File: config.mk
export PLATFORM = sky130hd
export DESIGN_NAME = lsu
export DESIGN_NICKNAME = d
export VERILOG_FILES = /design/src/rtl/lsu_pkg.sv /design/src/rtl/lsu_align.sv /design/src/rtl/lsu.sv
export SDC_FILE = /design/constraint.sdc
export NUM_CORES = 1
export LEC_CHECK = 0
export BUFFER_PORTS_ARGS = -buffer_cell sky130_fd_sc_hd__buf_2
export CELL_PAD_IN_SITES_DETAIL_PLACEMENT = 2
export CELL_PAD_IN_SITES_GLOBAL_PLACEMENT = 2
export CORE_MARGIN = 2
export CORE_UTILIZATION = 27
export DETAILED_ROUTE_END_ITERATION = 8
export PLACE_DENSITY = 0.73
export REMOVE_ABC_BUFFERS = 1
export SYNTH_ARGS = -nofsm -noshare
export SYNTH_HDL_FRONTEND = slang
export SYNTH_SLANG_ARGS = --single-unit
File: constraint.sdc
create_clock -name clk -period 4.15 [get_ports clk]
set_input_delay 1.245 -clock clk [delete_from_list [all_inputs] [get_ports clk]]
set_output_delay 1.245 -clock clk [all_outputs]
set_load 0.01 [all_outputs]
File: src/rtl/lsu_pkg.sv
// rtl/lsu_pkg.sv - shared types and lane-mask helper for the load/store unit
package lsu_pkg;

  typedef enum logic [1:0] {
    BYTE = 2'b00,
    HALF = 2'b01,
    WORD = 2'b10,
    ILL  = 2'b11
  } lsu_size_e;

  typedef enum logic [1:0] {
    IDLE = 2'b00,
    REQ  = 2'b01,
    WAIT = 2'b10,
    RESP = 2'b11
  } lsu_state_e;

  function automatic logic [3:0] lane_mask(lsu_size_e size, logic [1:0] off);
    logic [3:0] m;
    case (size)
      BYTE:    m = 4'b0001 << off;
      HALF:    m = 4'b0011 << off;
      WORD:    m = 4'b1111;
      default: m = 4'b0000;
    endcase
    return m;
  endfunction

endpackage

File: src/rtl/lsu_align.sv
// rtl/lsu_align.sv - byte-lane alignment: store shift/mask, load extract/extend, misalign check
module lsu_align
  import lsu_pkg::*;
(
  input  logic [1:0]  size,
  input  logic [1:0]  off,
  input  logic        is_unsigned,
  input  logic [31:0] wdata,
  input  logic [31:0] rdata,
  output logic [3:0]  wmask,
  output logic [31:0] wdata_sh,
  output logic [31:0] rdata_ext,
  output logic        misaligned
);

  lsu_size_e   sz;
  logic [31:0] w;

  assign sz       = lsu_size_e'(size);
  assign wmask    = lane_mask(sz, off);
  assign wdata_sh = wdata << {off, 3'b000};
  assign w        = rdata >> {off, 3'b000};

  always_comb begin
    rdata_ext  = w;
    misaligned = 1'b0;
    case (sz)
      BYTE: rdata_ext = {{24{~is_unsigned & w[7]}}, w[7:0]};
      HALF: begin
        rdata_ext  = {{16{~is_unsigned & w[15]}}, w[15:0]};
        misaligned = off[0];
      end
      WORD: misaligned = (off != 2'b00);
      ILL:  misaligned = 1'b1;
      default: ;
    endcase
  end

endmodule

File: src/rtl/lsu.sv
// rtl/lsu.sv - load/store unit: request FSM and capture registers driving the memory data port
module lsu
  import lsu_pkg::*;
(
  input  logic        clk,
  input  logic        rst,
  input  logic        req_valid,
  output logic        req_ready,
  input  logic [31:0] req_addr,
  input  logic        req_wen,
  input  logic [1:0]  req_size,
  input  logic        req_unsigned,
  input  logic [31:0] req_wdata,
  output logic        resp_valid,
  input  logic        resp_ready,
  output logic [31:0] resp_rdata,
  output logic        resp_err,
  output logic        mem_valid,
  input  logic        mem_ready,
  output logic [31:0] mem_addr,
  output logic        mem_wen,
  output logic [7:0]  mem_wmask,
  output logic [31:0] mem_wdata,
  input  logic        mem_rvalid,
  input  logic [31:0] mem_rdata
);

  lsu_state_e  state_q, state_d;
  logic [31:0] addr_q, addr_d;
  logic        wen_q, wen_d;
  logic [1:0]  size_q, size_d;
  logic        uns_q, uns_d;
  logic [31:0] wdata_q, wdata_d;
  logic [31:0] rdata_q, rdata_d;
  logic        err_q, err_d;

  logic        idle;
  logic [1:0]  a_size, a_off;
  logic [3:0]  a_wmask;
  logic [31:0] a_wdata, a_rdata;
  logic        a_mis;

  // In IDLE the aligner judges the incoming request; afterwards it works on the captured one.
  assign idle   = (state_q == IDLE);
  assign a_size = idle ? req_size : size_q;
  assign a_off  = idle ? req_addr[1:0] : addr_q[1:0];

  lsu_align u_align (
    .size        (a_size),
    .off         (a_off),
    .is_unsigned (uns_q),
    .wdata       (wdata_q),
    .rdata       (mem_rdata),
    .wmask       (a_wmask),
    .wdata_sh    (a_wdata),
    .rdata_ext   (a_rdata),
    .misaligned  (a_mis)
  );

  always_comb begin
    state_d = state_q;
    addr_d  = addr_q;
    wen_d   = wen_q;
    size_d  = size_q;
    uns_d   = uns_q;
    wdata_d = wdata_q;
    rdata_d = rdata_q;
    err_d   = err_q;
    case (state_q)
      IDLE: if (req_valid) begin
        addr_d  = req_addr;
        wen_d   = req_wen;
        size_d  = req_size;
        uns_d   = req_unsigned;
        wdata_d = req_wdata;
        rdata_d = 32'h0;
        err_d   = a_mis;
        state_d = a_mis ? RESP : REQ;
      end
      REQ:  if (mem_ready) state_d = WAIT;
      WAIT: if (mem_rvalid) begin
        rdata_d = wen_q ? 32'h0 : a_rdata;
        state_d = RESP;
      end
      RESP: if (resp_ready) state_d = IDLE;
      default: state_d = IDLE;
    endcase
  end

  always_ff @(posedge clk or posedge rst) begin
    if (rst) begin
      state_q <= IDLE;
      addr_q  <= 32'h0;
      wen_q   <= 1'b0;
      size_q  <= 2'b00;
      uns_q   <= 1'b0;
      wdata_q <= 32'h0;
      rdata_q <= 32'h0;
      err_q   <= 1'b0;
    end else begin
      state_q <= state_d;
      addr_q  <= addr_d;
      wen_q   <= wen_d;
      size_q  <= size_d;
      uns_q   <= uns_d;
      wdata_q <= wdata_d;
      rdata_q <= rdata_d;
      err_q   <= err_d;
    end
  end

  assign req_ready  = idle & ~rst;
  assign mem_valid  = (state_q == REQ);
  assign mem_addr   = mem_valid ? {addr_q[31:2], 2'b00} : 32'h0;
  assign mem_wen    = mem_valid & wen_q;
  assign mem_wmask  = mem_valid ? {4'b0000, a_wmask} : 8'h00;
  assign mem_wdata  = mem_valid ? a_wdata : 32'h0;
  assign resp_valid = (state_q == RESP);
  assign resp_rdata = resp_valid ? rdata_q : 32'h0;
  assign resp_err   = resp_valid & err_q;

endmodule

# Word-level counts from Yosys, hierarchy flattened
# Cells that the tools add are included.
[totals] register_bits=103 out_inout_bits=109 in_bits=106
[op_classes] reduce_logical=7 bitwise=7 n_mux=19 n_shift=4 eq_ne=10
[ops] cell="2-to-1 mux 32 bit" count=6
[ops] cell="one-hot mux 32 bit (2 select lines)" count=2
[ops] cell="<< shifter 32 x 5 -> 32 bit" count=1
[ops] cell="right shift 32 x 5 -> 32 bit" count=1
[ops] cell="2-to-1 mux 2 bit" count=7
[ops] cell="one-hot mux 4 bit (3 select lines)" count=1
[ops] cell="equality test 2 bit, second input constant" count=4
[ops] cell="one-hot mux 2 bit (4 select lines)" count=1
[ops] cell="AND 1 bit" count=5
[ops] cell="equality test 2 x 1 -> 1 bit, second input constant" count=2
[ops] cell="logical NOT 2 bit" count=2
[ops] cell="2-to-1 mux 4 bit" count=1
[ops] cell="!= test 2 x 1 -> 1 bit, second input constant" count=2
[ops] cell="!= test 2 bit, second input constant" count=2
[ops] cell="AND reduction 4 bit" count=1
[ops] cell="nonzero test 2 bit" count=2
[ops] cell="<< shifter 1 x 2 -> 4 bit, first input constant" count=1
[ops] cell="<< shifter 2 x 2 -> 4 bit, first input constant" count=1
[ops] cell="one-hot mux 1 bit (3 select lines)" count=1
[ops] cell="AND reduction 3 bit" count=1
[ops] cell="NOT 1 bit" count=2
[ops] cell="AND reduction 2 bit" count=1

# Depth between registers and ports, before layout
# Gate-level depths: netlist of run 1.
[logic_depth] ltp_word=8 mapped_depth=10

# Cells and area by module
# A second synthesis of run 1 with hierarchy kept.
[hier_totals] cells_unflattened=648 area_unflattened_um2=6552.5
[by_module_without_submodules] module="lsu" area_per_inst_um2=5018.6 cells_per_inst=436 instances=1
[by_module_without_submodules] module="lsu_align" area_per_inst_um2=1534.0 cells_per_inst=212 instances=1

# Least setup slack after synthesis of run 1
# Ideal clock, no wire load.
[synth_timing] path_kind="input-to-output" startpoint="input port req_addr[0]" endpoint="output port mem_wdata[24]" cell_stages=4 t_required_ns=2.905 t_arrival_ns=2.542 setup_slack_ns=0.363 cell_sequence="mux2i_2 > buf_4 > mux4_2 > and2_1"
[synth_between] elab_chain_len=3
[synth_rtl] item="start: declaration" line_no="lsu.sv:9" source="input logic [31:0] req_addr,"
[synth_rtl] item="2-to-1 mux 2 bit" line_no="lsu.sv:46" source="assign a_off = idle ? req_addr[1:0] : addr_q[1:0];"
[synth_rtl] item="<< shifter 32 x 5 -> 32 bit" line_no="lsu_align.sv:21" source="assign wdata_sh = wdata << {off, 3'b000};"
[synth_rtl] item="2-to-1 mux 32 bit" line_no="lsu.sv:117" source="assign mem_wdata = mem_valid ? a_wdata : 32'h0;"
[synth_rtl] item="end: declaration" line_no="lsu.sv:23" source="output logic [31:0] mem_wdata,"
# Every way passes these cells.

# Worst setup path in the final report of run 1
[layout_timing] startpoint="input port req_addr[0]" endpoint="output port mem_wdata[25]"
# Same word-level chain as after synthesis.

==> impl_metrics.tcl, run 1 <==
set metrics [dict create \
    vias_per_cell 4.97 \
    worstMarginPinSlew_ns 1.12 \
    drive_gt1_share_pct 44.6 \
    ys_types 45 \
    die_x_um 151 \
    synth-seq-cells 103 \
    clock_latency_ns 0.36 \
    final_cell_mix "buf_2, dfrtp_1, and2_1, nand2_1, mux2_2" \
    routed_wl_mm 20.9 \
    tns_ns 0 \
    crit_type "input pin to output pin" \
    regArea_mm2 0.00258 \
    cts_buffer_depth 2 \
    min_from "err_q" \
    worstPathMaxFanout 32 \
    pin_count 215 \
    synthTopCellsByArea "dfrtp_1, mux2_2, and2_1" \
    postSynthCellCount 550 \
    power.leakage_nw 3.80 \
    die_height_um 151 \
    r2r_slack_ns 1.44 \
    clkTransAtPathRegs_ns 0.07 \
    end_kind "output pin" \
    critPathLaunchType "input pin" \
    holdPathEnd "err_q" \
    grt_setup_unrepaired "no" \
    core_mm2 0.0211 \
    required_ns 2.90 \
    dieArea_mm2 0.0228 \
    ir_drop_mv 0.262 \
    rr_startpoint "state_q[0]" \
    yosysTopAreaCell "dfrtp_1" \
    multi_input_area_mm2 0.00304 \
    cts_hold_buf 0 \
    root_buffer "clkbuf_16" \
    fmax_ghz 0.257 \
    final_nets 856 \
    wl_per_cell_um 20.3 \
    maxCapViolCount 0 \
    status "finished clean" \
    setup_ws_ns 0.252 \
    first_iter_violations 126 \
    drc 0 \
    nFillCells 2357 \
    synth.avg_cell_area_um2 10.6 \
    fin_crit_sh_pct 93.9 \
    grt_pass1_vias 5675 \
    finalHoldViolCount 0 \
    grt_overflow_total 0 \
    antenna_found_initial 2 \
    seq_area_frac_synth_pct 44.2 \
    grt_max_degree 55 \
    final_common_cell "buf_2" \
    vias 5110 \
    cts.sinks 103 \
    tritoncts "done" \
    dpl_worst_slack_ns 0.252 \
    min_path_type "flop to flop" \
    finalCriticalPeriod_ns 3.90 \
    min_path_cells 2 \
    firstDrtPassIters 4 \
    worstReg2RegEnd "rdata_q[27]" \
    yosysTopAreaCellShare_pct 44.2 \
    placed_area_mm2 0.00719 \
    post-route-util_pct 35.6 \
    power_density_mw_per_mm2 772 \
    max_slew_margin_pct 25.2 \
    start_util_pct 27.7 \
    arrival_ns 2.65 \
    htree_num_levels 3 \
    skew_ns 0.0119 \
    synth_area_mm2 0.00583 \
    ff2ff_path_depth 8 \
    track_usage_pct 18.5 \
    cts_buffers 9 \
    postLayoutCellArea_mm2 0.00751 \
    portBuffers 208 \
    synth_warnings 0 \
    drt.antenna.violating_nets 0 \
    areaGrowthSynthToFinish_pct 28.8 \
    setup_viol 0 \
    hpwl_mm 15.5 \
    gp_congestion 0.815 \
    row_count 53 \
    finalMaxSlewViolations 0 \
    grt_pass1_wl_mm 32.3 \
]
[cell families (layout without fill, tap and decap cells)]
group,count (synthesis),count (layout),synth area share (%)
AO/OA/AOI/OAI,81,81,9.14
multiplexers,100,100,22.4
flip-flops,103,103,44.2
buffers and inverters,47,243,4.27
adder cells (fa/ha/maj),4,4,0.858
other,1,8,0.0643
AND/OR/NAND/NOR,214,214,19.1
[routing by layer]
layer / part of all wire (%) / global-route usage [%]
met5: 0.062 / 0
met3: 7.4 / 4.88
met1: 43 / 23.2
met2: 48 / 31.8
met4: 1.0 / 4.35
[power by group]
part / leakage [nW] / internal (W) / total (W) / switching [W]
Clock: 0.148 / 0.000484 / 0.000919 / 0.000436
Combinational: 2.37 / 0.00141 / 0.00302 / 0.00162
Sequential: 1.28 / 0.00149 / 0.00186 / 0.000366
Total: 3.80 / 0.00338 / 0.00580 / 0.00242
[critical path, cell delays in order]
cell     delay (ns)
buf_2          0.14
mux2i_4        0.18
buf_12         0.23
mux4_2         0.52
and2_1         0.18
buf_2          0.14
[timing repair]
action	4_1_cts	5_1_grt
setup endpoints to repair	0	11
buffers inserted	0	0
resized for setup	0	2
[cell usage after synthesis]
library cell and count:
and3_1 9, o21ai_1 5, nand2b_1 4, a22oi_1 16, buf_4 8, a21oi_1 28
nor2_1 15, a31oi_1 1, a21bo_2 1, nand4_1 1, a221oi_1 8, and2_0 1
a22o_1 8, o211ai_1 1, o2111ai_1 1, buf_1 7, or3b_1 1, mux4_2 15
a32o_1 1, mux2_2 70, nor2_2 2, nand3_4 1, buf_6 4, nor4_1 1
mux2i_4 2, nand2_1 72, clkbuf_2 1, mux2i_2 1, dfrtp_1 103, o311ai_1 1
nor3_2 1, ha_1 4, mux2i_1 12, nor2b_1 12, inv_1 5, buf_2 9
nor3_1 2, nand3_1 18, conb_1 1, and2_1 73, and3b_1 1, o21bai_1 1
o31a_1 1, o21ai_0 8, clkbuf_1 13
[metrics by stage]
step | hold slack (ns) | cells | total power (W)
final | 0.483 | 1028 | 0.00580
after global routing | 0.515 | 1027 | 0.00626
after CTS | 0.489 | 1026 | 0.00589
after detailed placement | 0.473 | 1010 | 0.00493
after global placement | 0.447 | 1010 | 0.00475
after floorplan | 0.431 | 513 | 0.00374
[layout make-up]
type	instances	share of cell area (%)
diodes	2	0.0666
multi-input cells	405	40.5
inverters	5	0.283
clock inverters	7	1.17
clock buffers	9	3.00
flip-flops and latches	103	34.3
well taps	275	4.58
repair buffers	222	16.1
[state kept, by name (all words and copies together) (netlist names)]
name	count
state_q	2
wen_q	1
wdata_q	32
addr_q	32
size_q	2
err_q	1
uns_q	1
rdata_q	32
[worst max-delay path by stage]
stage / cells after the start / end / startpoint / slack, ns
after global routing: 7 / mem_wmask[0] / state_q[1] / 0.14
after CTS: 7 / mem_wmask[0] / state_q[0] / 0.03
final: 6 / mem_wdata[25] / req_addr[0] / 0.25
after floorplan: 3 / mem_wdata[24] / req_addr[0] / -0.82
after global placement: 6 / mem_wdata[26] / req_addr[0] / 0.27
after detailed placement: 6 / mem_wdata[29] / req_addr[0] / 0.25
No activity file was read; power rests on OpenSTA's default activity.
==> inputs of run 2 (changes only) <==
--- a/config.mk
+++ b/config.mk
@@ -9,10 +9,12 @@
 export CELL_PAD_IN_SITES_DETAIL_PLACEMENT = 2
 export CELL_PAD_IN_SITES_GLOBAL_PLACEMENT = 2
 export CORE_MARGIN = 2
-export CORE_UTILIZATION = 27
+export CORE_UTILIZATION = 33
+export CTS_BUF_LIST = sky130_fd_sc_hd__clkbuf_8
 export DETAILED_ROUTE_END_ITERATION = 8
-export PLACE_DENSITY = 0.73
+export PLACE_DENSITY = 0.84
 export REMOVE_ABC_BUFFERS = 1
 export SYNTH_ARGS = -nofsm -noshare
 export SYNTH_HDL_FRONTEND = slang
 export SYNTH_SLANG_ARGS = --single-unit
+export TNS_END_PERCENT = 20
==> constraint.sdc (replaced) <==
create_clock -name clk -period 4.5 [get_ports clk]
set_input_delay 1.35 -clock clk [delete_from_list [all_inputs] [get_ports clk]]
set_output_delay 1.35 -clock clk [all_outputs]
set_load 0.01 [all_outputs]
==> run 2 against run 1 <==
Flip-flop and latch count did not move. Worst hold slack improved by 0.016 ns. Global-route usage is 4.2 points higher. Clock power down 29%. Clock skew increased by 0.0061 ns. Sequential power down 7%. Non-clock buffer count decreased by 3. Cell count decreased by 5.3%. Count of clock-buffer cells in the layout grew 2. Register-to-register slack improved by 0.04 ns. Largest power group unchanged.
==> impl_metrics.tcl, run 2 (synthesis gave the netlist of run 1 again) <==
set metrics [dict create \
    cts_setup_buffers 0 \
    finalMaxSlewViolations 0 \
    setup_viol 0 \
    final_common_cell "buf_2" \
    finalCriticalPeriod_ns 4.25 \
    routed_wl_mm 21.0 \
    drive_gt1_share_pct 44.3 \
    worstPathMaxFanout 11 \
    cp-startpoint "state_q[0]" \
    busiest_layer "met2" \
    min_path_type "flop to flop" \
    ir_drop_mv 0.241 \
    hpwl_mm 15.8 \
    clock_latency_ns 0.39 \
    grt_pass1_vias 5618 \
    regArea_mm2 0.00258 \
    firstDrtPassIters 5 \
    rr_startpoint "state_q[0]" \
    reg_top3 "addr_q x32, rdata_q x32, wdata_q x32" \
    nFillCells 1917 \
    arrival_ns 2.90 \
    grt_max_degree 56 \
    post-route-util_pct 42.3 \
    final_nets 853 \
    antenna_found_initial 5 \
    wl_per_cell_um 21.6 \
    skew_ns 0.0180 \
    htree_num_levels 3 \
    drc 0 \
    final_cell_mix "buf_2, dfrtp_1, and2_1, nand2_1, mux2_2" \
    finalHoldViolCount 0 \
    drt.antenna.violating_nets 0 \
    grtUsageMet2_pct 39.1 \
    endpoint "mem_wdata[6]" \
    critPathLaunchType "flop" \
    final_cells 974 \
    root_buffer "clkbuf_8" \
    maxCapViolCount 0 \
    fmax_ghz 0.235 \
    vias 5136 \
    status "finished clean" \
    worstReg2RegEnd "rdata_q[10]" \
    die_x_um 137 \
    end_kind "output pin" \
    grt_overflow_total 0 \
    power.leakage_nw 3.74 \
    pin_count 215 \
    areaGrowthSynthToFinish_pct 25.3 \
    grtUsageMet1_pct 27.7 \
    fin_crit_sh_pct 94.4 \
    start_util_pct 33.7 \
    max_slew_margin_pct 24.0 \
    grt_pass1_wl_mm 32.1 \
    worstMarginPinSlew_ns 1.14 \
    cts.sinks 103 \
    setup_ws_ns 0.251 \
    dieArea_mm2 0.0188 \
    gp_congestion 0.855 \
    grt_setup_unrepaired "no" \
    dpl.cell_count 957 \
    required_ns 3.15 \
    tritoncts "done" \
    row_count 48 \
    ff2ff_path_depth 8 \
    dpl_worst_slack_ns 0.343 \
    portBuffers 208 \
    first_iter_violations 206 \
    cts_buffers 9 \
    min_path_cells 2 \
    cts_buffer_depth 2 \
    multi_input_area_mm2 0.00304 \
    tns_ns 0 \
    clkTransAtPathRegs_ns 0.10 \
    vias_per_cell 5.27 \
    core_mm2 0.0173 \
    track_usage_pct 22.6 \
    crit_type "flop to output pin" \
    die_height_um 137 \
    use_met3_pct 6.63 \
    r2r_slack_ns 1.48 \
    power_density_mw_per_mm2 704 \
]
==> run 2: changes by cell type in the layout (fill, tap and decap cells not counted), sizes merged <==
cell | previous run | this run
clkbuf | 9 | 11
buf | 222 | 219
clkinv | 0 | 2
inv | 9 | 6
diode | 2 | 1
clkinvlp | 2 | 1
==> run 2: area by class of cell <==
cell class,instances,share of cell area (%)
clock inverters,5,0.873
flip-flops and latches,103,35.2
inverters,5,0.291
diodes,1,0.0342
clock buffers,11,2.07
repair buffers,219,16.0
well taps,225,3.85
multi-input cells,405,41.6
==> run 2: critical path: stages (launching register included) <==
cell     delay, ns
dfrtp_1       0.43
inv_1         0.12
ha_1          0.46
mux2i_4       0.55
and2_0        0.56
and3_1        0.26
buf_2         0.13
==> run 2: routing by layer <==
| layer | vias up | wire length (um) |
|---|---|---|
| li1 | 2302 | - |
| met5 | - | 53 |
| met1 | 2590 | 8500 |
| met4 | 8 | 231 |
| met3 | 25 | 1790 |
| met2 | 211 | 10400 |
==> run 2: worst min-delay path by stage <==
stage	endpoint	slack [ns]	start
finish	rdata_q[11]	0.50	rdata_q[11]
global route	addr_q[21]	0.53	addr_q[21]
CTS	rdata_q[11]	0.50	rdata_q[11]
detailed placement	rdata_q[11]	0.47	rdata_q[11]
global placement	err_q	0.45	err_q
floorplan	err_q	0.43	err_q
==> run 2: repair_timing <==
| action | 4_1_cts | 5_1_grt |
|---|---|---|
| hold buffers | 0 | 0 |
| resized for setup | 0 | 1 |
| endpoints found under the setup margin | 0 | 2 |
==> run 2: power breakdown <==
| part | switching, W | internal, W | leakage [nW] |
|---|---|---|---|
| Clock | 0.000357 | 0.000292 | 0.106 |
| Sequential | 0.000356 | 0.00137 | 1.28 |
| Combinational | 0.00150 | 0.00126 | 2.35 |
==> run 2: stage by stage <==
step	hold WS, ns	area (um^2)	power (W)
final	0.499	7310	0.00515
after global routing	0.534	7310	0.00552
after CTS	0.498	7310	0.00520
after detailed placement	0.473	7090	0.00454
after global placement	0.447	7090	0.00434
after floorplan	0.431	5620	0.00345
